==> src/rtl/univ_shift_reg_pkg.sv <==
// ============================================================================
// Module      : univ_shift_reg_pkg
// Description : Opcodes, FSM encoding and amount saturation for univ_shift_reg.
// Revision    : 1.0 - initial release
// ============================================================================
`default_nettype none

package univ_shift_reg_pkg;

    typedef enum logic [2:0] {
        OP_LOAD = 3'b000,
        OP_INV  = 3'b001,
        OP_SHR  = 3'b010,
        OP_SHL  = 3'b011,
        OP_ROR  = 3'b100,
        OP_ROL  = 3'b101,
        OP_ASR  = 3'b110,
        OP_NOP  = 3'b111
    } opcode_t;

    typedef logic [0:0] state_t;
    localparam state_t ST_IDLE  = 1'b0;
    localparam state_t ST_SHIFT = 1'b1;

    // Distances beyond the register width are clamped to the width.
    function automatic int unsigned sat_amt(input int unsigned amt, input int unsigned width);
        return (amt > width) ? width : amt;
    endfunction

endpackage

`default_nettype wire

==> src/rtl/univ_shift_step.sv <==
// ============================================================================
// Module      : univ_shift_step
// Description : Combinational single-bit shift/rotate step.
// Revision    : 1.0 - initial release
// ============================================================================
`default_nettype none

module univ_shift_step
    import univ_shift_reg_pkg::*;
#(
    parameter int WIDTH = 8
) (
    input  logic [WIDTH-1:0] o,
    input  opcode_t          opcode,
    input  logic             sin,
    output logic [WIDTH-1:0] nxt,
    output logic             sout
);

    always_comb begin
        nxt  = o;
        sout = 1'b0;
        case (opcode)
            OP_SHR: begin
                nxt  = {sin, o[WIDTH-1:1]};
                sout = o[0];
            end
            OP_SHL: begin
                nxt  = {o[WIDTH-2:0], sin};
                sout = o[WIDTH-1];
            end
            OP_ROR: begin
                nxt  = {o[0], o[WIDTH-1:1]};
                sout = o[0];
            end
            OP_ROL: begin
                nxt  = {o[WIDTH-2:0], o[WIDTH-1]};
                sout = o[WIDTH-1];
            end
            OP_ASR: begin
                nxt  = {o[WIDTH-1], o[WIDTH-1:1]};
                sout = o[0];
            end
            default: begin
                nxt  = o;
                sout = 1'b0;
            end
        endcase
    end

endmodule

`default_nettype wire

==> src/rtl/univ_shift_reg.sv <==
// ============================================================================
// Module      : univ_shift_reg
// Description : Universal shift register; load/invert in one edge, multi-bit
//               shift/rotate one position per clock. Optional abort input
//               enabled by defining UNIV_SHIFT_REG_ABORT_EN.
// Revision    : 1.0 - initial release
// ============================================================================
`default_nettype none

module univ_shift_reg
    import univ_shift_reg_pkg::*;
#(
    parameter int WIDTH = 8,
    parameter int AW    = $clog2(WIDTH) + 1
) (
    input  logic             clk,
    input  logic             reset,
    input  logic             load,
    input  logic [WIDTH-1:0] i,
    input  logic [2:0]       j,
    input  logic [AW-1:0]    amt,
    input  logic             sin,
`ifdef UNIV_SHIFT_REG_ABORT_EN
    input  logic             abort,
`endif
    output logic [WIDTH-1:0] o,
    output logic             sout,
    output logic             busy,
    output logic             done
);

    state_t           r_state;
    opcode_t          r_op;
    logic [AW-1:0]    r_cnt;
    logic [WIDTH-1:0] r_o;
    logic             r_sout;
    logic             r_done;

    opcode_t          w_cmd;
    logic [AW-1:0]    w_cnt_init;
    logic [WIDTH-1:0] w_step_nxt;
    logic             w_step_out;
    logic             w_abort;

    assign w_cmd      = opcode_t'(j);
    assign w_cnt_init = AW'(sat_amt(32'(amt), WIDTH));

`ifdef UNIV_SHIFT_REG_ABORT_EN
    assign w_abort = abort;
`else
    assign w_abort = 1'b0;
`endif

    univ_shift_step #(
        .WIDTH (WIDTH)
    ) u_step (
        .o      (r_o),
        .opcode (r_op),
        .sin    (sin),
        .nxt    (w_step_nxt),
        .sout   (w_step_out)
    );

    always_ff @(posedge clk) begin
        if (reset) begin
            r_state <= ST_IDLE;
            r_op    <= OP_NOP;
            r_cnt   <= '0;
            r_o     <= '0;
            r_sout  <= 1'b0;
            r_done  <= 1'b0;
        end else begin
            r_done <= 1'b0;
            case (r_state)
                ST_IDLE: begin
                    if (load) begin
                        case (w_cmd)
                            OP_LOAD: begin
                                r_o    <= i;
                                r_done <= 1'b1;
                            end
                            OP_INV: begin
                                r_o    <= ~r_o;
                                r_done <= 1'b1;
                            end
                            OP_NOP: r_done <= 1'b1;
                            default: begin
                                // Zero-distance shifts complete immediately, like NOP.
                                if (w_cnt_init == '0) begin
                                    r_done <= 1'b1;
                                end else begin
                                    r_op    <= w_cmd;
                                    r_cnt   <= w_cnt_init;
                                    r_state <= ST_SHIFT;
                                end
                            end
                        endcase
                    end
                end
                ST_SHIFT: begin
                    if (w_abort) begin
                        r_state <= ST_IDLE;
                    end else begin
                        r_o    <= w_step_nxt;
                        r_sout <= w_step_out;
                        r_cnt  <= r_cnt - AW'(1);
                        if (r_cnt == AW'(1)) begin
                            r_state <= ST_IDLE;
                            r_done  <= 1'b1;
                        end
                    end
                end
                default: r_state <= ST_IDLE;
            endcase
        end
    end

    assign o    = r_o;
    assign sout = r_sout;
    assign busy = (r_state == ST_SHIFT);
    assign done = r_done;

endmodule

`default_nettype wire

==> config.mk <==
export PLATFORM = sky130hd
export DESIGN_NAME = univ_shift_reg
export DESIGN_NICKNAME = d
export VERILOG_FILES = /design/src/rtl/univ_shift_reg_pkg.sv /design/src/rtl/univ_shift_step.sv /design/src/rtl/univ_shift_reg.sv
export SDC_FILE = /design/constraint.sdc
export NUM_CORES = 1
export LEC_CHECK = 0
export CORE_MARGIN = 2
export CORE_UTILIZATION = 40
export CTS_BUF_LIST = sky130_fd_sc_hd__clkbuf_2 sky130_fd_sc_hd__clkbuf_4 sky130_fd_sc_hd__clkbuf_8
export CTS_CLUSTER_SIZE = 24
export DETAILED_ROUTE_END_ITERATION = 10
export HOLD_SLACK_MARGIN = 0.15
export PLACE_DENSITY = 0.66
export SLEW_MARGIN = 10
export SYNTH_ARGS = -nofsm -noshare
export SYNTH_HDL_FRONTEND = slang
export SYNTH_SLANG_ARGS = --single-unit
==> constraint.sdc <==
create_clock -name clk -period 1.8 [get_ports clk]
set_input_delay 0.54 -clock clk [delete_from_list [all_inputs] [get_ports clk]]
set_output_delay 0.54 -clock clk [all_outputs]
set_load 0.01 [all_outputs]
==> results of run 1 <==
-- metrics by stage --
step                      instances  total power (W)  hold WS, ns
after global routing            241         0.001167       0.4977
final                           241         0.001106       0.4924
after detailed placement        237        0.0008432       0.4842
after global placement          237        0.0008320       0.4696
after CTS                       241         0.001114       0.4907
after floorplan                 151        0.0006878       0.4614
-- layer usage --
metal  up-vias  share of wire  track usage
li1        668              -            -
met1       629           0.47       0.2809
met2        41           0.46       0.3098
met3         4          0.066      0.05176
met4         0         0.0055      0.03647
met5         -              0            0
-- worst register-to-register path, delay by kind of cell, from the launching register on --
family / cells / cell delay (ns)
DFF: 1 / 0.54
and+or+nand+nor: 1 / 0.20
buffers and inverters: 1 / 0.20
xor gates and xnor gates: 1 / 0.13
AOI/OAI and AO/OA: 2 / 0.53
-- cell usage after synthesis, types with 2 or more instances --
cell type  count
dfxtp_1       18
a221oi_1       2
clkbuf_1       2
ha_1           2
buf_2          3
nor4b_1        7
a211oi_1       4
nor2_1         9
a311o_1        6
a31oi_1        2
buf_6          6
xnor2_1        2
a211oi_2       7
mux2i_1        3
and3_1         2
a21oi_1       13
nand3b_1       2
nor3b_1        2
inv_1          5
nand3_1       12
nand2_1        9
o21ai_0        9
-- sequential cells by signal (all words and copies together), names as in the netlist --
name / cells
r_cnt: 4
busy: 1
r_op: 3
o: 8
sout: 1
done: 1
-- worst min path at each step --
stage / from / endpoint / slack, ns / cells past startpoint
after floorplan: r_cnt[1] / r_cnt[1] / 0.46 / 2
after detailed placement: sout / sout / 0.48 / 2
after global routing: o[5] / o[5] / 0.50 / 2
after CTS: o[5] / o[5] / 0.49 / 2
after global placement: r_cnt[1] / r_cnt[1] / 0.47 / 2
final: o[5] / o[5] / 0.49 / 2
-- cell type report --
class	instances	area, sq um	area share
multi-input cells	116	875.8	0.4704
flip-flops and latches	18	377.9	0.2030
inverters	5	18.77	0.01008
well taps	44	55.05	0.02957
repair buffers	54	498.0	0.2675
clock buffers	4	36.28	0.01949
-- timing repair --
action | 4_1_cts | 5_1_grt
endpoints found under the setup margin | 22 | 9
hold buffers | 0 | 0
pin swaps | 4 | 2
resized for setup | 18 | 11
-- logic make-up after synthesis --
logic type      share of synthesized area
simple gates                       0.2771
compound gates                     0.2931
flops                              0.2697
buf+inv                           0.08708
xor+xnor                          0.03184
mux                               0.02247
fa+ha+maj                         0.01872
-- power by group --
group	internal, W	total, W	switching [W]	leakage [nW]
combinational	0.000188	0.000366	0.000178	0.628
clock	0.000124	0.000271	0.000147	0.0210
sequential	0.000430	0.000469	0.0000393	0.152
==> results, run 1 <==
- The total standard cell area after synthesis is around 1300 sq um.
- Across every metal layer, demand over resource in global routing totals 0.1991.
- Across all layers, the routed design uses roughly 1300 vias.
- The worst register-to-register path begins at r_op[1].
- The worst setup margin is 0.06684 ns.
- The launch point of the critical path is r_op[1].
- STA puts the critical path data required time at 1.99 ns.
- For this run, asynchronously set or reset flops after synthesis account for 0.
- The worst path needs between 1.5 and 2 ns of the cycle, external delays included.
- The post-detailed-placement cell area is between 1500 and 2000 sq um.
- The number of antenna diodes in the final layout is 0.
- The number of DRC markers after the initial detailed-route iteration is around 100.
- The number of DRC violations after detailed routing is 0.
- The final hold violation count is 0.
- The end of the worst register-to-register path is o[7].
- The wire length per cell after detailed routing is roughly 15 um.
- The H-tree depth is 1.
- STA classifies the critical path startpoint as a flop.
- The flow ran to the end, and the final reports show no timing, DRC or antenna violations.
- The maximum clock path buffer count is 2.
- Counting every net in the synthesized netlist gives 172.
- The area of the die is 3819 sq um.
- The worst path buffer plus inverter count is 1.
- The detailed-routing iteration count for the pre-antenna-repair pass is 4.
- Dividing the detail-routed via count by the number of cells gives between 5 and 6.
- A synthesized cell averages around 8.8 sq um.
- Counting buffers and inverters, the worst setup path is 5 cells deep.
- The critical path ends at o[7].
- After synthesis, the netlist uses 46 different library cells.
- The top cell type's share of synthesized area is 0.2697.
- The final layout net count is roughly 220.
- The via count of the first global-routing pass is about 1200.
- The routability congestion estimate is 0.8155.
- Dividing total power by cell area gives a power density of around 590 nW/um^2.
- Counting the fill cells in the layout gives between 200 and 300.
- Setup repair after global routing left no endpoint under its margin.
- Max-cap violations in this run came to 0.
- For the pin with the worst max-slew slack, the measured transition is 0.6125 ns.
- For the worst flop-to-flop path, the logic depth is 5.
- The library cell used most frequently in the layout, excluding fill and tap cells, is buf_4.
- The number of CTS-inserted buffers is 3.
- On the critical path, the stage with the largest delay is an instance of dfxtp_1.
- After global routing the overflow that remains totals 0.
- Setup violations remaining at the end of the flow were counted as 0.
- TritonCTS built the clock tree.
- Prior to clock tree synthesis, the placed netlist has a worst setup slack of -0.4541 ns.
- STA classifies the critical path endpoint as a flop.
- The final setup skew is between 0.015 and 0.02 ns.
- The peak ir drop on the vdd network is between 0.4 and 0.5 mV.
- The number of antenna violations at the first check in global routing is 0.
- Traced cell by cell, the critical path runs through xor2_2, and3_1, a2111oi_0, buf_4, o41ai_2.
- Counting every instance in the synthesized netlist gives 151.
- The pin count of the biggest net entering global routing is 15.
- The path type of the worst min-delay path is reg -> reg.
- The share of the clock period used by the worst path is 0.9629.
- The synthesized flop and latch total is 18.
- The ratio of cells with drive above 1 in the final layout is 0.2893.
- The sequential element share of the synthesized area is 0.2697.
- The clock-pin slew of the registers on the worst-case setup and hold paths is between 0.1 and 0.15 ns.
- The number of setup buffers added after CTS is 0.
- Leaving out fill and tap cells, the most frequent cells in the layout are buf_4, clkdlybuf4s50_1, a21oi_1.
- Setup total negative slack on the finished layout was measured at 0 ns.
- The final-report max-slew violation count is 0.
- The most frequently used flop master after synthesis is dfxtp_1.
- The total detailed-routing wirelength is 3616 um.
- The analysis attributes to cell leakage a power of ~0.8 nW.
- In this run the standard cell core region covers 3128 sq um.
- The largest stage delay on the critical path is approximately 0.54 ns.
- From bottom edge to top edge, the die measures slightly above 60 um.
- Of all nets on the critical path, the largest fanout is 8.
- The count of synthesis-stage warnings from yosys is 0.
- Sorting the synthesized cells by area gives the leading types as dfxtp_1, a211oi_2, buf_6, a21oi_1, nor4b_1.
- The register-to-register setup slack is approximately 0.067 ns.
- The source-to-sink clock delay at the later pin of the worst-skew pair is ~0.32 ns.
- The top-level I/O count is 30.
- The standard-cell row count is 20.
- The die outline width is between 60 and 70 um.
- The first global-routing pass estimated ~5500 um of wire.
- The effective utilization at floorplan is 0.4272.
- The fraction of the core area covered by cells at the end of the flow is 0.5952.
- The half-perimeter wire length after placement is about 2700 um.
- The number of synthesized flops with an enable pin is 0.
- The fmax is 0.5770 GHz.
- The critical path class is reg -> reg.
- The endpoint arrival time on the critical path is ~1.9 ns.
- The remaining max-slew budget at the tightest pin is 0.5916.
- The final non-filler cell area is approximately 1900 sq um.
- The synthesis-to-finish area growth is 39.33%.
- The kind of cell with the highest combined delay along the critical path is flip-flops.
- The number of clock sinks is 18.
- The largest total area in the synthesized netlist belongs to dfxtp_1.
- The clock tree root driver cell is clkbuf_4.
- The final antenna-violating net count is 0.
- The count of buffers added on input and output ports is 29.
Note: power is estimated with default switching activity, not from simulation.
==> run 2, diff against run 1 <==
--- a/config.mk
+++ b/config.mk
@@ -5,7 +5,6 @@
 export SDC_FILE = /design/constraint.sdc
 export NUM_CORES = 1
 export LEC_CHECK = 0
-export CORE_MARGIN = 2
 export CORE_UTILIZATION = 40
 export CTS_BUF_LIST = sky130_fd_sc_hd__clkbuf_2 sky130_fd_sc_hd__clkbuf_4 sky130_fd_sc_hd__clkbuf_8
 export CTS_CLUSTER_SIZE = 24
==> results, run 2 (synthesis results as in run 1) <==
- The run finished with clean final reports.
- The wire length per cell after detailed routing is 15.43 um (+2.8%).
- The number of cells on the worst reg-to-reg path is 5 (unchanged).
- The kind of cell adding the most delay to the critical path is simple AND/OR/NAND/NOR gates.
- The final-report max-slew violation count came to 0 (unchanged).
- The critical path startpoint category is an input port.
- The shortest clock period the worst path allows after layout is 1.769 ns (+0.03546 ns).
- The final antenna-violating net count is 0 (unchanged).
- The synthesis-to-finish area growth is 42.51%.
- In the layout the commonest cells are buf_4, clkdlybuf4s50_1, nand3_1, a21oi_1.
- The worst setup path is of the in -> reg kind.
- The vias per cell is 5.701 (+2.4%).
- The register-to-register setup slack is 0.11 ns (+0.04 ns).
- The number of max-cap violations is 0 (unchanged).
- The via count of the first global-routing pass is 1302 (+7.8%).
- The diode insertion count for antenna repair is 0 (unchanged).
- In this run the worst hold path is classified as reg -> reg.
- The CTS tree is built.
- The remaining max-slew budget at the tightest pin is 0.6422 (+0.05059).
- The signal on the critical path passes through clkdlybuf4s50_1, or4_4, nand4_4, buf_4, nor2_1, mux2i_1.
- The die outline width is 59.80 um (-3.2%).
- The endpoint arrival time on the critical path is 1.95 ns (+0.03 ns).
- The number of buffers added to fix hold violations after cts is 0 (unchanged).
- The number of antenna violations at the first check in global routing is 0 (unchanged).
- Setup repair after global routing could not meet its margin everywhere.
- The H-tree depth is 1 (unchanged).
- The share of the clock period used by the worst path is 0.9826 (+0.01970).
- The largest stage delay on the critical path is 0.56 ns (+0.02 ns).
- The final setup skew is 0.006790 ns (-0.009319 ns).
- The routability congestion estimate is 0.8404 (+3.1%).
- The leakage component of the power is 0.7571 nW (-5.4%).
- The top-level I/O count is 30 (unchanged).
- The total overflow reported by the global router is 0 (unchanged).
- The number of CTS-inserted buffers was 3 (unchanged).
- The number of DRC markers after the initial detailed-route iteration was 61 (-40%).
- The critical path's slowest cell is or4_4.
- The count of port buffers added during placement is 29 (unchanged).
- The peak ir drop on the vdd network came to 0.4300 mV (+3.9%).
- The clock tree root driver cell is clkbuf_4.
- The number of flip-flops under the largest register name is 8 (unchanged).
- The largest fanout on the critical path is 5 (-3).
- The number of clock sinks is 18 (unchanged).
- The total via count after detailed routing is 1374 (+2.4%).
- The source-to-sink clock delay at the later pin of the worst-skew pair came to 0.30 ns (-0.02 ns).
- The final setup violation count is 0 (unchanged).
- The number of DRC violations after detailed routing is 0 (unchanged).
- For hold timing, the worst endpoint is o[2].
- The detailed-routing iteration count for the pre-antenna-repair pass is 4 (unchanged).
- The final hold violation count is 0 (unchanged).
- The effective utilization at floorplan came to 0.4306 (+0.003445).
- The overall fraction of global-route tracks in use is 0.2234 (+0.02432).
- The filler cell count is 289 (-2.4%).
- The area of the core is 3103 sq um (-0.80%).
- The area of the die is 3576 sq um (-6.4%).
- The power per cell area came to 585.3 nW/um^2 (-1.5%).
- The half-perimeter wire length after placement was 2598 um (-4.7%).
- The hold path startpoint is o[2].
- The worst hold path stage count was 2 (unchanged).
- The fmax is 0.5654 GHz (-2.0%).
- The required time at the worst-slack endpoint is 1.98 ns (about the same).
- The total detailed-routing wirelength is 3718 um (+2.8%).
- The standard-cell row count is 20 (unchanged).
- The fraction of the core area covered by cells at the end of the flow was 0.6137 (+0.01851).
- The minimum hold slack is 0.4863 ns (-0.006047 ns).
- The worst setup path is captured at a flop.
- In this run the critical register-to-register path is launched from busy.
- The worst path buffer plus inverter count is 2 (+1).
- The maximum clock path buffer count was 2 (unchanged).
- The clock-pin slew of the registers on the worst-case setup and hold paths is 0.10 ns (-0.02 ns).
- The ratio of cells with drive above 1 in the final layout is 0.3198 (+0.03046).
- The pin count of the biggest net entering global routing came to 19 (+4).
- The final layout net count is 219 (unchanged).
- The global-route wire length before repair is 6072 um (+9.6%).
- The worst-margin pin slew is 0.5353 ns (-0.07723 ns).
- The overall die height is 59.80 um (-3.2%).
- The endpoint identified for the worst register-to-register timing path is o[7].
[run 2: cell count changes in the layout (fill, tap and decap cells not counted), moves of 2 or more]
cell	delta
buf_6	+3
nor4b_1	-2
dlygate4sd2_1	-2
dfxtp_1	-2
dfxtp_4	+2
nor4b_2	+2
clkdlybuf4s50_1	+6
buf_4	-3
dlymetal6s2s_1	-4
[run 2: through the flow]
stage / TNS [ns] / setup slack, ns / total power (W) / std cells / cell area, sq um
2_1_floorplan: 0 / 0.1841 / 0.0006878 / 151 / 1336
3_3_place_gp: -5.268 / -0.3753 / 0.0008308 / 234 / 1749
3_5_place_dp: -5.923 / -0.4285 / 0.0008370 / 234 / 1749
4_1_cts: 0 / 0.007971 / 0.001111 / 241 / 1857
5_1_grt: -0.01376 / -0.01376 / 0.001178 / 241 / 1904
6_report: 0 / 0.03139 / 0.001115 / 241 / 1904
[run 2: power breakdown]
group	total, W	internal, W	switching (W)
sequential	0.000472	0.000429	0.0000432
clock	0.000257	0.000123	0.000133
combinational	0.000386	0.000200	0.000186
total	0.00111	0.000753	0.000362
[run 2: layout make-up]
type	count	area (sq um)	area share
multi-input cells	116	907.1	0.4763
repair buffers	54	501.7	0.2635
flip-flops and latches	18	385.4	0.2024
well taps	44	55.05	0.02891
clock buffers	4	36.28	0.01905
inverters	5	18.77	0.009855
[run 2: how the worst max path moves through the flow]
stage | from | endpoint | slack (ns) | cells past startpoint
4_1_cts | o[1] | o[1] | 0.008 | 1
6_report | amt[2] | r_op[2] | 0.03 | 6
3_5_place_dp | j[1] | o[5] | -0.43 | 6
3_3_place_gp | j[2] | o[3] | -0.38 | 6
5_1_grt | o[4] | o[4] | -0.01 | 1
2_1_floorplan | j[1] | o[2] | 0.18 | 6
[run 2: worst min-delay path, cell delays in order, from the launching register on]
cell and delay [ns]:
dfxtp_2 0.35, nand2_1 0.05, a21oi_1 0.05
[run 2: layer usage]
layer,up-vias,part of all wire,global-route usage
met5,-,0,0
met4,0,0.0091,0.06312
met3,4,0.052,0.04978
met2,38,0.46,0.3413
met1,661,0.48,0.3132
li1,671,-,-
[run 2: what timing repair did]
action / 4_1_cts / 5_1_grt
endpoints found under the setup margin: 20 / 20
gates resized for setup: 22 / 16
buffers inserted: 2 / 0
cloned: 1 / 0
pin swaps: 2 / 2
==> variant, RTL diff (config.mk and constraints of run 1) <==
Put a register stage on the output `busy`. The value now appears one clock later. The other outputs are not delayed to match.
--- a/src/rtl/univ_shift_reg.sv
+++ b/src/rtl/univ_shift_reg.sv
@@ -119,3 +119,5 @@
     assign sout = r_sout;
-    assign busy = (r_state == ST_SHIFT);
+    always_ff @(posedge clk) begin
+        busy <= (r_state == ST_SHIFT);
+    end
     assign done = r_done;
Formal check against the unedited RTL: not equivalent (a bounded check fails within 4 cycles, from zero or initial values and one cycle with reset high).
==> variant against run 1 <==
  * Global-route usage decreased by 0.81 points
  * Power decreased by 0.66%
  * Clock power fell by 15%
  * Combinational power rose by 2%
  * Cell area grew 2.4%
  * Area after synthesis is 1.5% higher
  * Sequential share of layout area rose by 0.65 points
  * Wire length fell by 2.5%
  * Sequential cell count increased by 1
  * Fmax down 1.7%
  * Utilization is 1.5 points lower
  * Worst setup slack got worse by 0.030 ns
  * Critical endpoint is now o[4]
==> variant: results (changes against run 1) <==
outcome = completed (unchanged)
routing usage on met1 = 27.3% (was 28.1%)
detailed placer's ending HPWL = 2650 µm (was 2730 µm)
sequential power share = 45.1% (was 42.4%)
slowest stage cell on the critical path = clkdlybuf4s50_1 (was dfxtp_1)
Synth Area in Adders = 1.85% (was 1.87%)
Max-slew headroom = 70.8% (was 59.2%)
Static Leak = 0.769 nW (was 0.800 nW)
Hold WS = 0.490 ns (was 0.492 ns)
dpl ws = -0.435 ns (was -0.454 ns)
Critical Path Start = o[4] (was r_op[1])
Cell Count Post-Placement = 242 (was 237)
Max FO, Critical Path = 5 (was 8)
crit path DAT = 1.22 ns (was 1.92 ns)
drt first-iter violations = 118 (was 102)
grt met2 use = 30.7% (was 31.0%)
Area contributors post-synth = dfxtp_1, a211oi_2, buf_6, a21oi_1, nor4b_1 (unchanged)
dpl cell area = 1810 µm² (was 1770 µm²)
vias in the first global route = 1247 (was 1208)
Mapped Nets = 173 (was 172)
non-filler instance count after layout = 246 (was 241)
met1 wire length = 1650 µm (was 1700 µm)
commonest cells in the netlist = dfxtp_1, a21oi_1, nand3_1 (unchanged)
share of layout cells above drive strength 1 = 30.0% (was 28.9%)
Worst setup endpoint = o[4] (was o[7])
complex-gate fraction of the synthesized area = 28.9% (was 29.3%)
Final GP Congestion = 0.862 (was 0.816)
clk_skew = 0.00466 ns (was 0.0161 ns)
met3 routed WL = 171 µm (was 237 µm)
Vias per Instance = 5.50 (was 5.57)
VDD IR-drop max = 0.251 mV (was 0.414 mV)
[variant: repair_timing]
item | in CTS | in global routing
endpoints found under the setup margin | 19 | 10
gates resized for setup | 16 | 11
cloned | 0 | 0
buffers inserted | 1 | 0
pin swaps | 3 | 2
[variant: kinds of logic (layout without fill, tap and decap cells)]
group	after synthesis	count (layout)
simple gates	56	56
compound gates	51	51
flops	19	19
buf+inv	17	65
xor+xnor	4	4
mux	3	3
fa+ha+maj	2	2
[variant: stage by stage]
stage	total power, mW	setup TNS [ns]	utilization (%)
2_1_floorplan	0.713	0	-
5_1_grt	1.17	0	58.0
3_5_place_dp	0.869	-6.04	55.1
6_report	1.10	0	58.0
3_3_place_gp	0.858	-5.48	55.1
4_1_cts	1.11	0	57.2
[variant: area by class of cell]
type                    instances  area share, %
flip-flops and latches         19           20.9
well taps                      46           3.02
inverters                       5          0.985
repair buffers                 56           26.7
clock buffers                   3           1.18
clock inverters                 1          0.263
multi-input cells             116           46.9
